<file path="src/rtl/fetch_controller_if.sv">
// Fetch-side signal bundle: redirect/stall from the pipeline, imem handshake, delivered instruction.
// No storage; pure wiring between the fetch controller and its environment.
// Flow control is imem_req/imem_ready toward memory and stall from downstream.
interface fetch_controller_if #(
  parameter int ADDR_W = 5
);
  logic              stall;
  logic              redirect_valid;
  logic [ADDR_W-1:0] redirect_pc;
  logic              imem_req;
  logic [ADDR_W-1:0] imem_addr;
  logic              imem_ready;
  logic              instr_valid;
  logic [ADDR_W-1:0] instr_pc;
  logic [ADDR_W-1:0] pc;
  logic [7:0]        fetch_count;

  // Controller side
  modport master (
    input  stall, redirect_valid, redirect_pc, imem_ready,
    output imem_req, imem_addr, instr_valid, instr_pc, pc, fetch_count
  );

  // Pipeline / memory side
  modport slave (
    output stall, redirect_valid, redirect_pc, imem_ready,
    input  imem_req, imem_addr, instr_valid, instr_pc, pc, fetch_count
  );
endinterface

</file>
<file path="src/rtl/fetch_controller.sv">
// Sequential instruction fetcher with redirect handling and a one-deep pending-redirect slot.
// One cycle from imem_ready to instr_valid; back-to-back fetch sustains one instruction per ready cycle.
// stall is sampled only at completion and in STALLED; an outstanding request is never withdrawn by it.
module fetch_controller #(
  parameter int ADDR_W   = 5,
  parameter int STEP     = 4,
  parameter int RESET_PC = 0
) (
  input logic              clk,
  input logic              rst_n,
  fetch_controller_if.master bus
);

  localparam logic [1:0] IDLE    = 2'd0;
  localparam logic [1:0] FETCH   = 2'd1;
  localparam logic [1:0] STALLED = 2'd2;

  localparam logic [ADDR_W-1:0] STEP_V  = ADDR_W'(STEP);
  localparam logic [ADDR_W-1:0] RESET_V = ADDR_W'(RESET_PC);

  logic [1:0]        state, state_nxt;
  logic [ADDR_W-1:0] pc_q, pc_nxt;
  logic              pend, pend_nxt;
  logic [ADDR_W-1:0] pend_pc, pend_pc_nxt;
  logic              instr_valid_q, instr_valid_nxt;
  logic [ADDR_W-1:0] instr_pc_q, instr_pc_nxt;
  logic [7:0]        count_q, count_nxt;

  // Next-state and datapath decisions for every state
  always_comb begin
    state_nxt       = state;
    pc_nxt          = pc_q;
    pend_nxt        = pend;
    pend_pc_nxt     = pend_pc;
    instr_valid_nxt = 1'b0;
    instr_pc_nxt    = instr_pc_q;
    count_nxt       = count_q;

    case (state)
      IDLE: begin
        // Reset-only state; always moves on, taking any redirect with it
        state_nxt = FETCH;
        if (bus.redirect_valid) begin
          pc_nxt = bus.redirect_pc;
        end
      end

      FETCH: begin
        if (bus.imem_ready) begin
          // Request completes this cycle; the pending slot is always consumed
          pend_nxt  = 1'b0;
          state_nxt = FETCH;
          if (bus.redirect_valid) begin
            // Live redirect beats both the fetched word and any pending target
            pc_nxt = bus.redirect_pc;
          end else if (pend) begin
            // Word fetched from the stale path is dropped
            pc_nxt = pend_pc;
          end else begin
            instr_valid_nxt = 1'b1;
            instr_pc_nxt    = pc_q;
            pc_nxt          = pc_q + STEP_V;
            count_nxt       = count_q + 8'd1;
            state_nxt       = bus.stall ? STALLED : FETCH;
          end
        end else if (bus.redirect_valid) begin
          // Address must stay stable mid-request, so park the target; newest wins
          pend_nxt    = 1'b1;
          pend_pc_nxt = bus.redirect_pc;
        end
      end

      STALLED: begin
        if (bus.redirect_valid) begin
          pc_nxt    = bus.redirect_pc;
          state_nxt = FETCH;
        end else if (!bus.stall) begin
          state_nxt = FETCH;
        end
      end

      default: begin
        state_nxt = IDLE;
      end
    endcase
  end

  // FSM state register
  always_ff @(posedge clk or negedge rst_n) begin
    if (!rst_n) begin
      state <= IDLE;
    end else begin
      state <= state_nxt;
    end
  end

  // PC and pending-redirect registers
  always_ff @(posedge clk or negedge rst_n) begin
    if (!rst_n) begin
      pc_q    <= RESET_V;
      pend    <= 1'b0;
      pend_pc <= '0;
    end else begin
      pc_q    <= pc_nxt;
      pend    <= pend_nxt;
      pend_pc <= pend_pc_nxt;
    end
  end

  // Delivery pulse, delivered address and instruction counter
  always_ff @(posedge clk or negedge rst_n) begin
    if (!rst_n) begin
      instr_valid_q <= 1'b0;
      instr_pc_q    <= '0;
      count_q       <= 8'd0;
    end else begin
      instr_valid_q <= instr_valid_nxt;
      instr_pc_q    <= instr_pc_nxt;
      count_q       <= count_nxt;
    end
  end

  // Outputs decode from registered state only; reset drops imem_req without a clock edge
  assign bus.imem_req    = (state == FETCH);
  assign bus.imem_addr   = pc_q;
  assign bus.pc          = pc_q;
  assign bus.instr_valid = instr_valid_q;
  assign bus.instr_pc    = instr_pc_q;
  assign bus.fetch_count = count_q;

  // The request address must not move while memory has not yet accepted it
  property p_addr_stable;
    @(posedge clk) disable iff (!rst_n)
      (bus.imem_req && !bus.imem_ready && !$past(!rst_n)) |=> $stable(bus.imem_addr);
  endproperty
  a_addr_stable: assert property (p_addr_stable);

endmodule

</file>
<file path="src/flat_wrapper.sv">
// flat-port wrapper written by rule: the top's interface ports become plain ports
module fetch_controller_flat 
#(
  parameter int ADDR_W   = 5,
  parameter int STEP     = 4,
  parameter int RESET_PC = 0
)
  (clk, rst_n, bus_stall, bus_redirect_valid, bus_redirect_pc, bus_imem_ready, bus_imem_req, bus_imem_addr, bus_instr_valid, bus_instr_pc, bus_pc, bus_fetch_count);
  fetch_controller_if #(.ADDR_W(ADDR_W)) bus_i ();
  input logic clk;
  input logic rst_n;
  input wire logic [$bits(bus_i.stall)-1:0] bus_stall;
  input wire logic [$bits(bus_i.redirect_valid)-1:0] bus_redirect_valid;
  input wire logic [$bits(bus_i.redirect_pc)-1:0] bus_redirect_pc;
  input wire logic [$bits(bus_i.imem_ready)-1:0] bus_imem_ready;
  output wire logic [$bits(bus_i.imem_req)-1:0] bus_imem_req;
  output wire logic [$bits(bus_i.imem_addr)-1:0] bus_imem_addr;
  output wire logic [$bits(bus_i.instr_valid)-1:0] bus_instr_valid;
  output wire logic [$bits(bus_i.instr_pc)-1:0] bus_instr_pc;
  output wire logic [$bits(bus_i.pc)-1:0] bus_pc;
  output wire logic [$bits(bus_i.fetch_count)-1:0] bus_fetch_count;
  assign bus_i.stall = bus_stall;
  assign bus_i.redirect_valid = bus_redirect_valid;
  assign bus_i.redirect_pc = bus_redirect_pc;
  assign bus_i.imem_ready = bus_imem_ready;
  assign bus_imem_req = bus_i.imem_req;
  assign bus_imem_addr = bus_i.imem_addr;
  assign bus_instr_valid = bus_i.instr_valid;
  assign bus_instr_pc = bus_i.instr_pc;
  assign bus_pc = bus_i.pc;
  assign bus_fetch_count = bus_i.fetch_count;
  fetch_controller #(.ADDR_W(ADDR_W), .STEP(STEP), .RESET_PC(RESET_PC)) u_core (.clk(clk), .rst_n(rst_n), .bus(bus_i));
endmodule
</file>
<file path="config.mk">
export PLATFORM = sky130hd
export DESIGN_NAME = fetch_controller_flat
export DESIGN_NICKNAME = d
export VERILOG_FILES = /design/src/rtl/fetch_controller_if.sv /design/src/rtl/fetch_controller.sv /design/src/flat_wrapper.sv
export SDC_FILE = /design/constraint.sdc
export NUM_CORES = 1
export LEC_CHECK = 0
export CAP_MARGIN = 20
export CELL_PAD_IN_SITES_DETAIL_PLACEMENT = 0
export CELL_PAD_IN_SITES_GLOBAL_PLACEMENT = 1
export CORE_MARGIN = 2
export CORE_UTILIZATION = 38
export DETAILED_ROUTE_END_ITERATION = 8
export PLACE_DENSITY_LB_ADDON = 0.1
export SLEW_MARGIN = 20
export SYNTH_ARGS = -nofsm -noshare
export SYNTH_HDL_FRONTEND = slang
export SYNTH_SLANG_ARGS = --single-unit
</file>
<file path="constraint.sdc">
create_clock -name clk -period 1.6 [get_ports clk]
set_input_delay 0.16 -clock clk [delete_from_list [all_inputs] [get_ports clk]]
set_output_delay 0.16 -clock clk [all_outputs]
set_load 0.02 [all_outputs]
</file>
==> results.md, run 1 <==
- The number of max-slew violations in the final report came to 0.
- The repair_antennas step left the layout with diodes totalling 0.
- The clock latency of the later-clocked register in the worst-skew pair is 0.33 ns.
- After the last flow step, the layout net total stands at 162.
- The portion of the post-synthesis area used by sequential elements is 49.0%.
- The first-pass GRT wire length is 4790 um.
- The clock buffer count from CTS is 3.
- In the finished design, the share of the clock period the worst path needs comes to 96.6%.
- The worst path buffer plus inverter count is 1.
- TritonCTS built the clock tree.
- The kind of launch point of the worst setup path is a flip-flop.
- STA classifies the critical path endpoint as an output pin.
- The sum of overflow across all layers after global routing is 0.
- The number of buffers inserted for hold repair after clock tree synthesis is 0.
- In this run the deepest clock path goes through 2 buffers.
- Post-CTS timing repair inserted 0 buffers for setup.
- Power spread over the standard cell area amounts to 1350 mW/mm^2.
- In this run the tightest slew margin relative to its limit is 76.8%.
- The Yosys warning count is 0.
- In this run the vertical extent of the chip is 64.2 um.
- Synthesis instantiated 34 different standard cells from the library.
- In this run the number of H-tree levels came out at 1.
- The total wirelength of the detailed-routed design is 2780 um.
- For this run, the top clock speed supported by timing is 647 MHz.
- The run finished with clean final reports.
- The number of global-route vias before repair was 1005.
- Relative to the synthesized area, the layout overhead comes to 31.9%.
- Clock skew on the completed layout was measured at 0.00377 ns.
- The width of the die is 64.2 um.
- The clock transition time at the flip-flop clock pins of the worst setup and hold paths is 0.15 ns.
- The static leakage power is 0.000902 uW.
- The cell count after placement is 191.
- The number of optimization iterations in the first detailed-route pass is 4.
- The number of instances in the synthesized netlist is 111.
- The master of the slowest instance on the critical path is clkdlybuf4s50_1.
- The tightest hold path in the finished design has a slack of 0.176 ns.
- The total count of hold-check failures in the final report is 0.
- The slew at the pin closest to its max-slew limit is 0.348 ns.
- The tightest min-delay check is of the input pin to asynchronous set/reset pin type.
- Of the cells placed in the final design, the portion with a size suffix greater than 1 is 22.1%.
- Walking the worst path, the cells encountered are clkdlybuf4s50_1.
- Summing every instance area after synthesis gives 0.00138 sq mm.
- The cell sitting at the root of the clock tree is a clkbuf_4.
- The peak ir drop on the vdd network is 0.000666 V.
- Max-cap violations in this run came to 0.
- Global routing consumed, over all layers together, 14.9% of the routing resources.
- The routed layout has 943 vias.
- The peak fanout along the critical path is 4.
- The number of nets in the synthesized netlist is 123.
- The post-layout instance count excluding filler cells is 195.
- The starting DRC count in detailed routing is 31.
- The delay of the slowest critical-path stage is 0.62 ns.
- The number of antenna violations at the first check in global routing is 0.
- The clock net sink count is 27.
- The routability-driven placement congestion ratio is 0.812.
- The mean instance size in the synthesized netlist is 12.4 sq um.
- Setup repair after global routing left no endpoint under its margin.
- The HPWL reported at the end of detailed placement is 2030 um.
- The initial core utilization is 40.4%.
- The kind of cell adding the most delay to the critical path is buffers and inverters.
- The total power draw is 2450 uW.
- The worst setup path is of the flip-flop to output pin kind.
- The port buffer count is 34.
- In this run the remaining antenna-violating nets after routing total 0.
- In the final routed layout, each cell accounts on average for 14.2 um.
- The standard-cell row count is 21.
- The clock period could shrink to 1.54 ns.
- After synthesis the netlist holds a flip-flop and latch count of 27.
- The I/O pin count is 35.
- The die covers 0.00413 sq mm.
- The post-route setup TNS is 0 ns.
- The detailed-route DRC error count is 0.
- For the worst setup path, the data required time is 1.44 ns.
- The number of endpoints failing setup at the final stage is 0.
- The pin count of the biggest net entering global routing is 28.
- Using the TritonRoute via totals, the vias-per-cell ratio works out to 4.84.
- The placeable core region is 0.00342 sq mm.
- The data arrival time of the critical path is 1.38 ns.
-- stage by stage --
step	util (%)	cell area, sq um	setup WS [ns]
after CTS	52.6	1800	0.00635
after global routing	53.2	1820	0.000267
final	53.2	1820	0.0550
after global placement	51.9	1770	-0.0303
after floorplan	-	1380	0.223
after detailed placement	51.9	1770	-0.0605
-- cell usage after synthesis --
library cell | instances | share of area (%)
and4bb_2 | 1 | 0.91
buf_2 | 1 | 0.36
a32oi_1 | 1 | 0.64
nor2b_1 | 1 | 0.45
mux2_4 | 5 | 5.4
nand2_1 | 5 | 1.4
buf_6 | 2 | 1.6
mux2_1 | 1 | 0.82
mux2i_1 | 3 | 2.2
nand4_1 | 1 | 0.45
dfrtp_1 | 27 | 49
nor2_1 | 3 | 0.82
inv_1 | 4 | 1.1
buf_4 | 6 | 3.3
and3b_1 | 2 | 1.3
xor2_1 | 4 | 2.5
nand3_1 | 2 | 0.73
nand4bb_4 | 1 | 2.0
nand2b_1 | 6 | 2.7
nor2_8 | 1 | 1.5
o211ai_1 | 2 | 1.1
ha_1 | 2 | 1.8
and4_1 | 1 | 0.64
and2b_4 | 1 | 0.73
a32o_1 | 1 | 0.73
nand4b_1 | 1 | 0.64
xnor2_1 | 4 | 2.5
a21o_1 | 1 | 0.54
and3_1 | 1 | 0.45
nor3_1 | 1 | 0.36
nor2b_4 | 1 | 1.0
a21oi_1 | 9 | 3.3
mux2_2 | 8 | 6.5
nand3b_1 | 1 | 0.54
-- cell usage in the layout, fill, tap and decap left out, drive strengths merged, types with 2 or more instances in the layout --
cell           synthesis  final
dfrtp                 27     27
clkdlybuf4s50          0     20
mux2                  14     14
a21oi                  9      9
dlymetal6s2s           0      9
buf                    9      9
nand2b                 6      6
nand2                  5      5
dlygate4sd2            0      5
inv                    4      4
xor2                   4      4
xnor2                  4      4
nor2                   4      4
mux2i                  3      3
clkbuf                 0      3
and3b                  2      2
o211ai                 2      2
nand3                  2      2
ha                     2      2
nor2b                  2      2
-- report_power, final --
group	internal, uW	switching [uW]	total [uW]
clock network	94.2	208	302
logic	572	516	1090
registers	877	182	1060
total	1540	905	2450
-- area by class of cell --
class,instances,area [sq um]
repair buffers,43,424
inverters,4,15.0
flip-flops and latches,27,678
well taps,46,57.6
multi-input cells,71,616
fillers,326,1600
clock inverters,1,5.00
clock buffers,3,22.5
-- cells by family after synthesis --
logic type                 Yosys count  synth area share (%)
muxes                               17                  15.0
buffers and inverters               13                  6.35
adders and majority gates            2                  1.81
AOI/OAI and AO/OA                   14                  6.26
xor gates and xnor gates             8                  5.08
and+or+nand+nor                     30                  16.5
DFF                                 27                  49.0
-- metal layers --
layer / share of wire, % / vias up / GRT usage [%]
li1: - / 458 / -
met1: 45 / 454 / 18.6
met5: 0 / - / 0
met2: 48 / 26 / 25.5
met4: 1.7 / 0 / 5.85
met3: 4.8 / 5 / 2.46
-- timing repair --
item                       in CTS  in global routing
setup endpoints to repair       6                 10
pin swaps                       0                  0
resized for setup               7                  9
-- registers in the layout, summed over array words and instances, names as in the netlist --
name                    count
u_core.pend                 1
u_core.bus.fetch_count      8
u_core.bus.imem_addr        5
u_core.bus.instr_valid      1
u_core.bus.instr_pc         5
u_core.pend_pc              5
u_core.state                2
-- worst paths after layout --
| path | startpoint | endpoint | slack [ns] | depth (start not counted) |
|---|---|---|---|---|
| hold / removal | rst_n | u_core.pend | 0.18 | 2 |
| setup / recovery | u_core.bus.imem_addr[1] | bus_imem_addr[1] | 0.06 | 1 |
| setup reg to reg | u_core.state[0] | u_core.bus.imem_addr[3] | 0.18 | 4 |
| min in group clk | bus_stall | u_core.state[1] | 0.42 | 3 |
| max in group asynchronous | rst_n | u_core.bus.imem_addr[2] | 1.14 | 2 |
| hold reg to reg | u_core.bus.fetch_count[7] | u_core.bus.fetch_count[7] | 0.48 | 1 |
(Power assumes the default switching activity.)
==> run 2, diff against run 1 <==
--- a/config.mk
+++ b/config.mk
@@ -8,8 +8,9 @@
 export CAP_MARGIN = 20
 export CELL_PAD_IN_SITES_DETAIL_PLACEMENT = 0
 export CELL_PAD_IN_SITES_GLOBAL_PLACEMENT = 1
+export CORE_ASPECT_RATIO = 2
 export CORE_MARGIN = 2
-export CORE_UTILIZATION = 38
+export CORE_UTILIZATION = 34
 export DETAILED_ROUTE_END_ITERATION = 8
 export PLACE_DENSITY_LB_ADDON = 0.1
 export SLEW_MARGIN = 20
==> constraint.sdc (replaced) <==
create_clock -name clk -period 1.2 [get_ports clk]
set_input_delay 0.12 -clock clk [delete_from_list [all_inputs] [get_ports clk]]
set_output_delay 0.12 -clock clk [all_outputs]
set_load 0.02 [all_outputs]
==> run 2 against run 1 <==
Net effect: the flow now finishes with violations (setup timing); critical path depth is 2 higher; hold slack better by 0.022 ns; count of clock-buffer cells in the layout stayed put; die area is 12% higher; non-clock buffer count is 16 higher; final area is 9.4% higher; routed wire length is 14% higher; register-to-register slack worse by 0.31 ns; combinational power is 52% higher; global-route usage is 0.27 points higher; sequential power is 32% higher; critical path type is now flip-flop to flip-flop.
==> results.md, run 2 (synthesized netlist as in run 1, its figures left out) <==
- Outcome: complete, but fails checks (was finished clean).
- The checks that failed: setup timing.
- The width of the die is 49.0 um (was 64.2 um).
- The first-pass GRT wire length is 5280 um (was 4790 um).
- RSZ-0062 raised after global routing: yes (was no).
- The static leakage power was 0.000976 uW (was 0.000902 uW).
- The post-layout instance count excluding filler cells is 216 (was 195).
- The number of buffers inserted for hold repair after clock tree synthesis is 0 (unchanged).
- The endpoint of the worst register-to-register path was u_core.bus.instr_pc[0] (was u_core.bus.imem_addr[3]).
- The cell count after placement came to 204 (was 191).
- The number of optimization iterations in the first detailed-route pass came to 2 (was 4).
- The worst reg-to-reg setup slack came to -0.13 ns (was 0.18 ns).
- The initial core utilization was 35.5% (was 40.4%).
- The standard-cell row count came to 32 (was 21).
- The share of cells above drive strength 1 is 41.8% (was 22.1%).
- The data arrival time of the critical path came to 1.50 ns (was 1.38 ns).
- The pin count of the biggest net entering global routing is 28 (unchanged).
- The max-slew headroom at the worst pin is 80.3% (was 76.8%).
- The setup slack of the critical path after layout was -0.132 ns (was 0.0550 ns).
- The number of antenna violations at the first check in global routing is 0 (unchanged).
- The overall fraction of global-route tracks in use is 15.2% (was 14.9%).
- The slew at the pin closest to its max-slew limit is 0.296 ns (was 0.348 ns).
- The start of the worst register-to-register path is u_core.state[1] (was u_core.state[0]).
- The clock latency of the later-clocked register in the worst-skew pair is 0.27 ns (was 0.33 ns).
- The flip-flop count of the largest register after layout was 8 (unchanged).
- The critical path class was flip-flop to flip-flop (was flip-flop to output pin).
- The worst min-delay path class is input pin to asynchronous set/reset pin (unchanged).
- The clock buffer count from CTS is 3 (unchanged).
- The power density relative to cell area is 1800 mW/mm^2 (was 1350 mW/mm^2).
- The count of fill cells added during filler insertion is 393 (was 326).
- The worst clock skew on the final layout was 0.00763 ns (was 0.00377 ns).
- The I/O pin count is 35 (unchanged).
- The utilization after layout is 51.2% (was 53.2%).
- The total vias in the final route is 1020 (was 943).
- The starting DRC count in detailed routing is 10 (was 31).
- The number of H-tree branching levels is 1 (unchanged).
- The kind of launch point of the worst setup path is a flip-flop (unchanged).
- The area after detailed placement is 0.00188 sq mm (was 0.00177 sq mm).
- The port buffer count came to 34 (unchanged).
- The total wirelength of the detailed-routed design is 3180 um (was 2780 um).
- The final critical path takes up 111% of the cycle.
- The kind of end point of the critical path is a flip-flop (was output pin).
- The die height was 94.1 um (was 64.2 um).
- Static timing analysis puts the maximum clock frequency at 751 MHz.
- The clock transition time at the flip-flop clock pins of the worst setup and hold paths is 0.10 ns (was 0.15 ns).
- The layout-stage area growth over the synthesis result is 44.2% (was 31.9%).
- The placeable core region is 0.00388 sq mm (was 0.00342 sq mm).
- The detail-routed via count per cell is 4.72 (was 4.84).
- The most common cell after layout, fill and taps aside is dfrtp_1 (unchanged).
- The TritonCTS clock tree is yes (unchanged).
- The worst path in the final design needs a cycle of 1.33 ns, including I/O delays and setup.
- The sum of overflow across all layers after global routing is 0 (unchanged).
- The wire length per cell after detailed routing is 14.7 um (was 14.2 um).
- The number of endpoints failing setup at the final stage is 24 (was 0).
- The detailed-route DRC error count is 0 (unchanged).
- The floorplan die area is 0.00461 sq mm (was 0.00413 sq mm).
- The antenna violation net count after detailed routing came to 0 (unchanged).
- The peak ir drop on the vdd network is 0.00105 V (was 0.000666 V).
- The cell chosen for the clock root was clkbuf_8 (was clkbuf_4).
- The number of global-route vias before repair was 1116 (was 1005).
- The number of max-slew violations in the final report is 0 (unchanged).
- The max-capacitance violation count is 0 (unchanged).
- The number of antenna repair diodes came to 0 (unchanged).
- The net total in the final layout is 178 (was 162).
- The data required time at the worst endpoint was 1.37 ns (was 1.44 ns).
- The maximum buffer depth of the clock tree is 2 (unchanged).
- The HPWL reported at the end of detailed placement is 2370 um (was 2030 um).
- The clock net sink count is 27 (unchanged).
- Most frequent cells in the layout: dfrtp_1 (24), buf_4 (19), dlygate4sd2_1 (14), mux2_4 (12) (was dfrtp_1 (25), clkdlybuf4s50_1 (20), a21oi_1 (9), dlymetal6s2s_1 (9), buf_4 (9)).
- The total count of hold-check failures in the final report is 0 (unchanged).
- The final instance area came to 0.00199 sq mm (was 0.00182 sq mm).
- The routability-driven placement congestion ratio is 0.839 (was 0.812).
- The peak fanout along the critical path is 7 (was 4).
- The cell count of the worst reg-to-reg path was 3 (was 4).
run 2: metrics by stage:
| step | setup TNS, ns | setup slack (ns) | hold WS [ns] | total power, uW |
|---|---|---|---|---|
| 3_5_place_dp | -8.26 | -0.424 | 0.478 | 3160 |
| 4_1_cts | -2.79 | -0.194 | 0.204 | 3660 |
| 3_3_place_gp | -7.70 | -0.396 | 0.462 | 3140 |
| 2_1_floorplan | -1.67 | -0.177 | -0.176 | 2350 |
| 5_1_grt | -3.89 | -0.194 | 0.207 | 3810 |
| 6_report | -2.25 | -0.132 | 0.198 | 3580 |
run 2: worst max-delay path by stage:
| stage | slack [ns] | start | cells after the start | to |
|---|---|---|---|---|
| 6_report | -0.13 | u_core.state[1] | 3 | u_core.bus.instr_pc[0] |
| 5_1_grt | -0.19 | u_core.state[0] | 4 | u_core.pend_pc[1] |
| 4_1_cts | -0.19 | u_core.state[1] | 3 | u_core.bus.fetch_count[1] |
| 3_5_place_dp | -0.42 | bus_imem_ready | 4 | u_core.bus.fetch_count[1] |
| 3_3_place_gp | -0.40 | bus_imem_ready | 4 | u_core.bus.fetch_count[1] |
| 2_1_floorplan | -0.18 | u_core.state[0] | 4 | u_core.pend_pc[0] |
run 2: cell type report:
type	count	area, sq um	share of cell area [%]
timing repair buffer	59	499	25.1
multi-input combinational	71	684	34.4
tap	51	63.8	3.21
clock buffer	3	41.3	2.08
sequential	27	679	34.2
clock inverter	1	5.00	0.252
inverter	4	15.0	0.755
run 2: per-layer routing:
layer | wire length, um | track usage, %
met5 | 0 | 0
met4 | 82 | 7.86
met3 | 70 | 1.43
met2 | 1840 | 29.5
met1 | 1180 | 15.5
run 2: report_power, final:
part / leakage (uW) / switching, uW / internal, uW
registers: 0.000328 / 224 / 1170
clock network: 0.0000255 / 286 / 233
logic: 0.000623 / 810 / 853
run 2: repair_timing:
action,CTS,global route
buffers inserted,9,0
pin swaps,8,2
resized for setup,56,13
setup endpoints to repair,47,32
run 2: worst max-delay path, cell delays in order, from the launching register on:
cell and delay, ns:
dfrtp_2 0.46, nand4bb_4 0.25, nor2_8 0.20, mux2_4 0.32
==> run 3, diff against run 2 <==
--- a/config.mk
+++ b/config.mk
@@ -5,12 +5,13 @@
 export SDC_FILE = /design/constraint.sdc
 export NUM_CORES = 1
 export LEC_CHECK = 0
+export ABC_CLOCK_PERIOD_IN_PS = 1260
 export CAP_MARGIN = 20
 export CELL_PAD_IN_SITES_DETAIL_PLACEMENT = 0
 export CELL_PAD_IN_SITES_GLOBAL_PLACEMENT = 1
 export CORE_ASPECT_RATIO = 2
 export CORE_MARGIN = 2
-export CORE_UTILIZATION = 34
+export CORE_UTILIZATION = 36
 export DETAILED_ROUTE_END_ITERATION = 8
 export PLACE_DENSITY_LB_ADDON = 0.1
 export SLEW_MARGIN = 20
==> constraint.sdc (replaced) <==
create_clock -name clk -period 1.26 [get_ports clk]
set_input_delay 0.126 -clock clk [delete_from_list [all_inputs] [get_ports clk]]
set_output_delay 0.126 -clock clk [all_outputs]
set_load 0.02 [all_outputs]
==> run 3 against run 2 <==
Net effect: the run still ends with setup timing left; worst setup slack improved by 0.017 ns; clock skew decreased by 0.0055 ns; routed wire length increased by 2.8%; register-to-register slack improved by 0.02 ns; critical path type unchanged; largest cell class is now registers; largest power group unchanged.
==> results.md, run 3 (synthesized netlist as in run 1, its figures left out) <==
- The placeable core region is 0.00365 sq mm (was 0.00388 sq mm).
- The clock buffer count from CTS is 3 (unchanged).
- The sequential cell area in the final layout was 679 sq um (unchanged).
- The number of endpoints failing setup at the final stage is 18 (was 24).
- The total vias in the final route is 1026 (was 1020).
- The data required time at the worst endpoint is 1.44 ns (was 1.37 ns).
- The minimum clock period after layout was 1.37 ns (was 1.33 ns).
- The wire length per cell after detailed routing came to 15.6 um (was 14.7 um).
- The first-pass GRT wire length was 5180 um (was 5280 um).
- The number of H-tree branching levels is 1 (unchanged).
- The footprint of the multi-input gates is 676 sq um (was 684 sq um).
- Violated checks: setup timing (unchanged).
- The number of antenna violations at the first check in global routing is 0 (unchanged).
- The fraction of the cycle the final worst path needs was 109% (was 111%).
- The clock latency of the later-clocked register in the worst-skew pair came to 0.28 ns (was 0.27 ns).
- The kind of end point of the critical path is a flip-flop (unchanged).
- The static leakage power was 0.000945 uW (was 0.000976 uW).
- The layout-stage area growth over the synthesis result was 41.9% (was 44.2%).
- The detailed-route DRC error count is 0 (unchanged).
- The worst clock skew on the final layout is 0.00210 ns (was 0.00763 ns).
- The data arrival time of the critical path is 1.55 ns (was 1.50 ns).
- The total power draw is 3350 uW (was 3580 uW).
- The share of cells above drive strength 1 is 36.0% (was 41.8%).
- The endpoint of the worst register-to-register path is u_core.bus.fetch_count[1] (was u_core.bus.instr_pc[0]).
- The start of the worst register-to-register path is u_core.state[1] (unchanged).
- The port buffer count came to 34 (unchanged).
- The net total in the final layout is 174 (was 178).
- The worst reg-to-reg setup slack is -0.11 ns (was -0.13 ns).
- The critical path class is flip-flop to flip-flop (unchanged).
- The cell chosen for the clock root was clkbuf_8 (unchanged).
- The clock transition time at the flip-flop clock pins of the worst setup and hold paths is 0.10 ns (about the same).
- The utilization after layout is 53.7% (was 51.2%).
- Most frequent cells in the layout: dfrtp_1 (24), dlygate4sd2_1 (20), buf_4 (18), mux2_4 (11), clkdlybuf4s50_1 (9) (was dfrtp_1 (24), buf_4 (19), dlygate4sd2_1 (14), mux2_4 (12)).
- The starting DRC count in detailed routing is 16 (was 10).
- The total wirelength of the detailed-routed design is 3270 um (was 3180 um).
- The cell count of the worst reg-to-reg path is 3 (unchanged).
- The relative contribution of combinational cells to total power is 44.3% (was 46.5%).
- The width of the die is 47.8 um (was 49.0 um).
- The critical path startpoint is u_core.state[1] (unchanged).
- The peak ir drop on the vdd network came to 0.000933 V (was 0.00105 V).
- The post-layout instance count excluding filler cells came to 210 (was 216).
- The initial core utilization is 37.8% (was 35.5%).
- The cell count after placement was 200 (was 204).
- The setup slack of the critical path after layout is -0.114 ns (was -0.132 ns).
- The floorplan die area is 0.00437 sq mm (was 0.00461 sq mm).
- The maximum frequency from static timing analysis is 728 MHz (was 751 MHz).
- The max-capacitance violation count came to 0 (unchanged).
- The sequential group share of total power is 40.4% (was 39.0%).
- The worst min-delay path class is input pin to asynchronous set/reset pin (unchanged).
- The flip-flop count of the largest register after layout was 8 (unchanged).
- The slew at the pin closest to its max-slew limit was 0.228 ns (was 0.296 ns).
- The standard-cell row count is 31 (was 32).
- The sum of overflow across all layers after global routing is 0 (unchanged).
- The peak fanout along the critical path came to 8 (was 7).
- The maximum buffer depth of the clock tree is 2 (unchanged).
- The area after detailed placement is 0.00186 sq mm (was 0.00188 sq mm).
- The net switching power is 1260 uW (was 1320 uW).
- The number of antenna repair diodes was 0 (unchanged).
- RSZ-0062 raised after global routing: yes (unchanged).
- The pin count of the biggest net entering global routing is 28 (unchanged).
- The number of max-slew violations in the final report came to 0 (unchanged).
- The antenna violation net count after detailed routing came to 0 (unchanged).
- The kind of launch point of the worst setup path is a flip-flop (unchanged).
- The number of global-route vias before repair is 1053 (was 1116).
- The detail-routed via count per cell is 4.89 (was 4.72).
- The overall fraction of global-route tracks in use was 16.6% (was 15.2%).
- The number of buffers inserted for hold repair after clock tree synthesis is 0 (unchanged).
- The most common cell after layout, fill and taps aside is dfrtp_1 (unchanged).
- The final instance area is 0.00196 sq mm (was 0.00199 sq mm).
- The clock network power share is 15.4% (was 14.5%).
- The die height is 91.5 um (was 94.1 um).
- The clock net sink count is 27 (unchanged).
- The max-slew headroom at the worst pin is 84.7% (was 80.3%).
- The routability-driven placement congestion ratio is 0.768 (was 0.839).
- The internal power contribution is 2090 uW (was 2260 uW).
- The share of total power consumed by net switching is 37.5% (was 36.9%).
- The HPWL reported at the end of detailed placement is 2430 um (was 2370 um).
- The TritonCTS clock tree is yes (unchanged).
- The number of optimization iterations in the first detailed-route pass is 4 (was 2).
- The I/O pin count was 35 (unchanged).
- Outcome: complete, but fails checks (unchanged).
- The capturing instance or port of the critical path is u_core.bus.fetch_count[1] (was u_core.bus.instr_pc[0]).
- The count of fill cells added during filler insertion is 373 (was 393).
- The total count of hold-check failures in the final report came to 0 (unchanged).
- The power density relative to cell area is 1710 mW/mm^2 (was 1800 mW/mm^2).
-- run 3: final cells by class --
type / instances / share of cell area [%]
flip-flops and latches: 27 / 34.7
multi-input cells: 71 / 34.5
repair buffers: 55 / 24.5
well taps: 49 / 3.13
clock buffers: 3 / 2.11
inverters: 4 / 0.767
clock inverters: 1 / 0.256
-- run 3: worst min-delay path by stage --
| stage | start | end | slack, ns | cells after the start |
|---|---|---|---|---|
| floorplan | rst_n | u_core.bus.fetch_count[0] | -0.17 | 0 |
| global placement | u_core.bus.fetch_count[7] | u_core.bus.fetch_count[7] | 0.46 | 1 |
| detailed placement | u_core.bus.fetch_count[7] | u_core.bus.fetch_count[7] | 0.47 | 1 |
| CTS | rst_n | u_core.pend_pc[0] | 0.20 | 2 |
| global route | rst_n | u_core.pend_pc[0] | 0.20 | 2 |
| finish | rst_n | u_core.bus.imem_addr[0] | 0.19 | 2 |
-- run 3: critical path, stage by stage, from the launching register on --
cell and delay [ns]:
dfrtp_2 0.46, nand4bb_4 0.25, nor2_8 0.21, mux2_2 0.35
-- run 3: what timing repair did --
action | in CTS | in global routing
gates resized for setup | 43 | 7
buffers inserted | 5 | 1
setup endpoints to repair | 46 | 24
pin swaps | 5 | 1
-- run 3: stage by stage --
stage,worst slack [ns],TNS (ns),hold WS (ns)
final,-0.114,-0.998,0.189
after detailed placement,-0.345,-6.44,0.470
after floorplan,-0.117,-0.890,-0.170
after global placement,-0.324,-6.16,0.463
after global routing,-0.163,-1.84,0.195
after CTS,-0.125,-1.08,0.195
-- run 3: power by group through the flow --
| stage | Combinational (uW) | Clock [uW] | Sequential, uW |
|---|---|---|---|
| CTS | 1500 | 531 | 1350 |
| finish | 1480 | 514 | 1350 |
| global route | 1600 | 555 | 1390 |
| detailed placement | 1620 | 0 | 1370 |
| floorplan | 661 | 0 | 1580 |
| global placement | 1590 | 0 | 1360 |
-- run 3: metal layers --
metal	up-vias	share of wire, %	wire [um]	GRT usage (%)
li1	480	-	-	-
met1	514	37	1200	17.9
met2	25	58	1890	29.2
met3	7	2.6	86	1.79
met4	0	2.8	90	8.11
met5	-	0	0	0
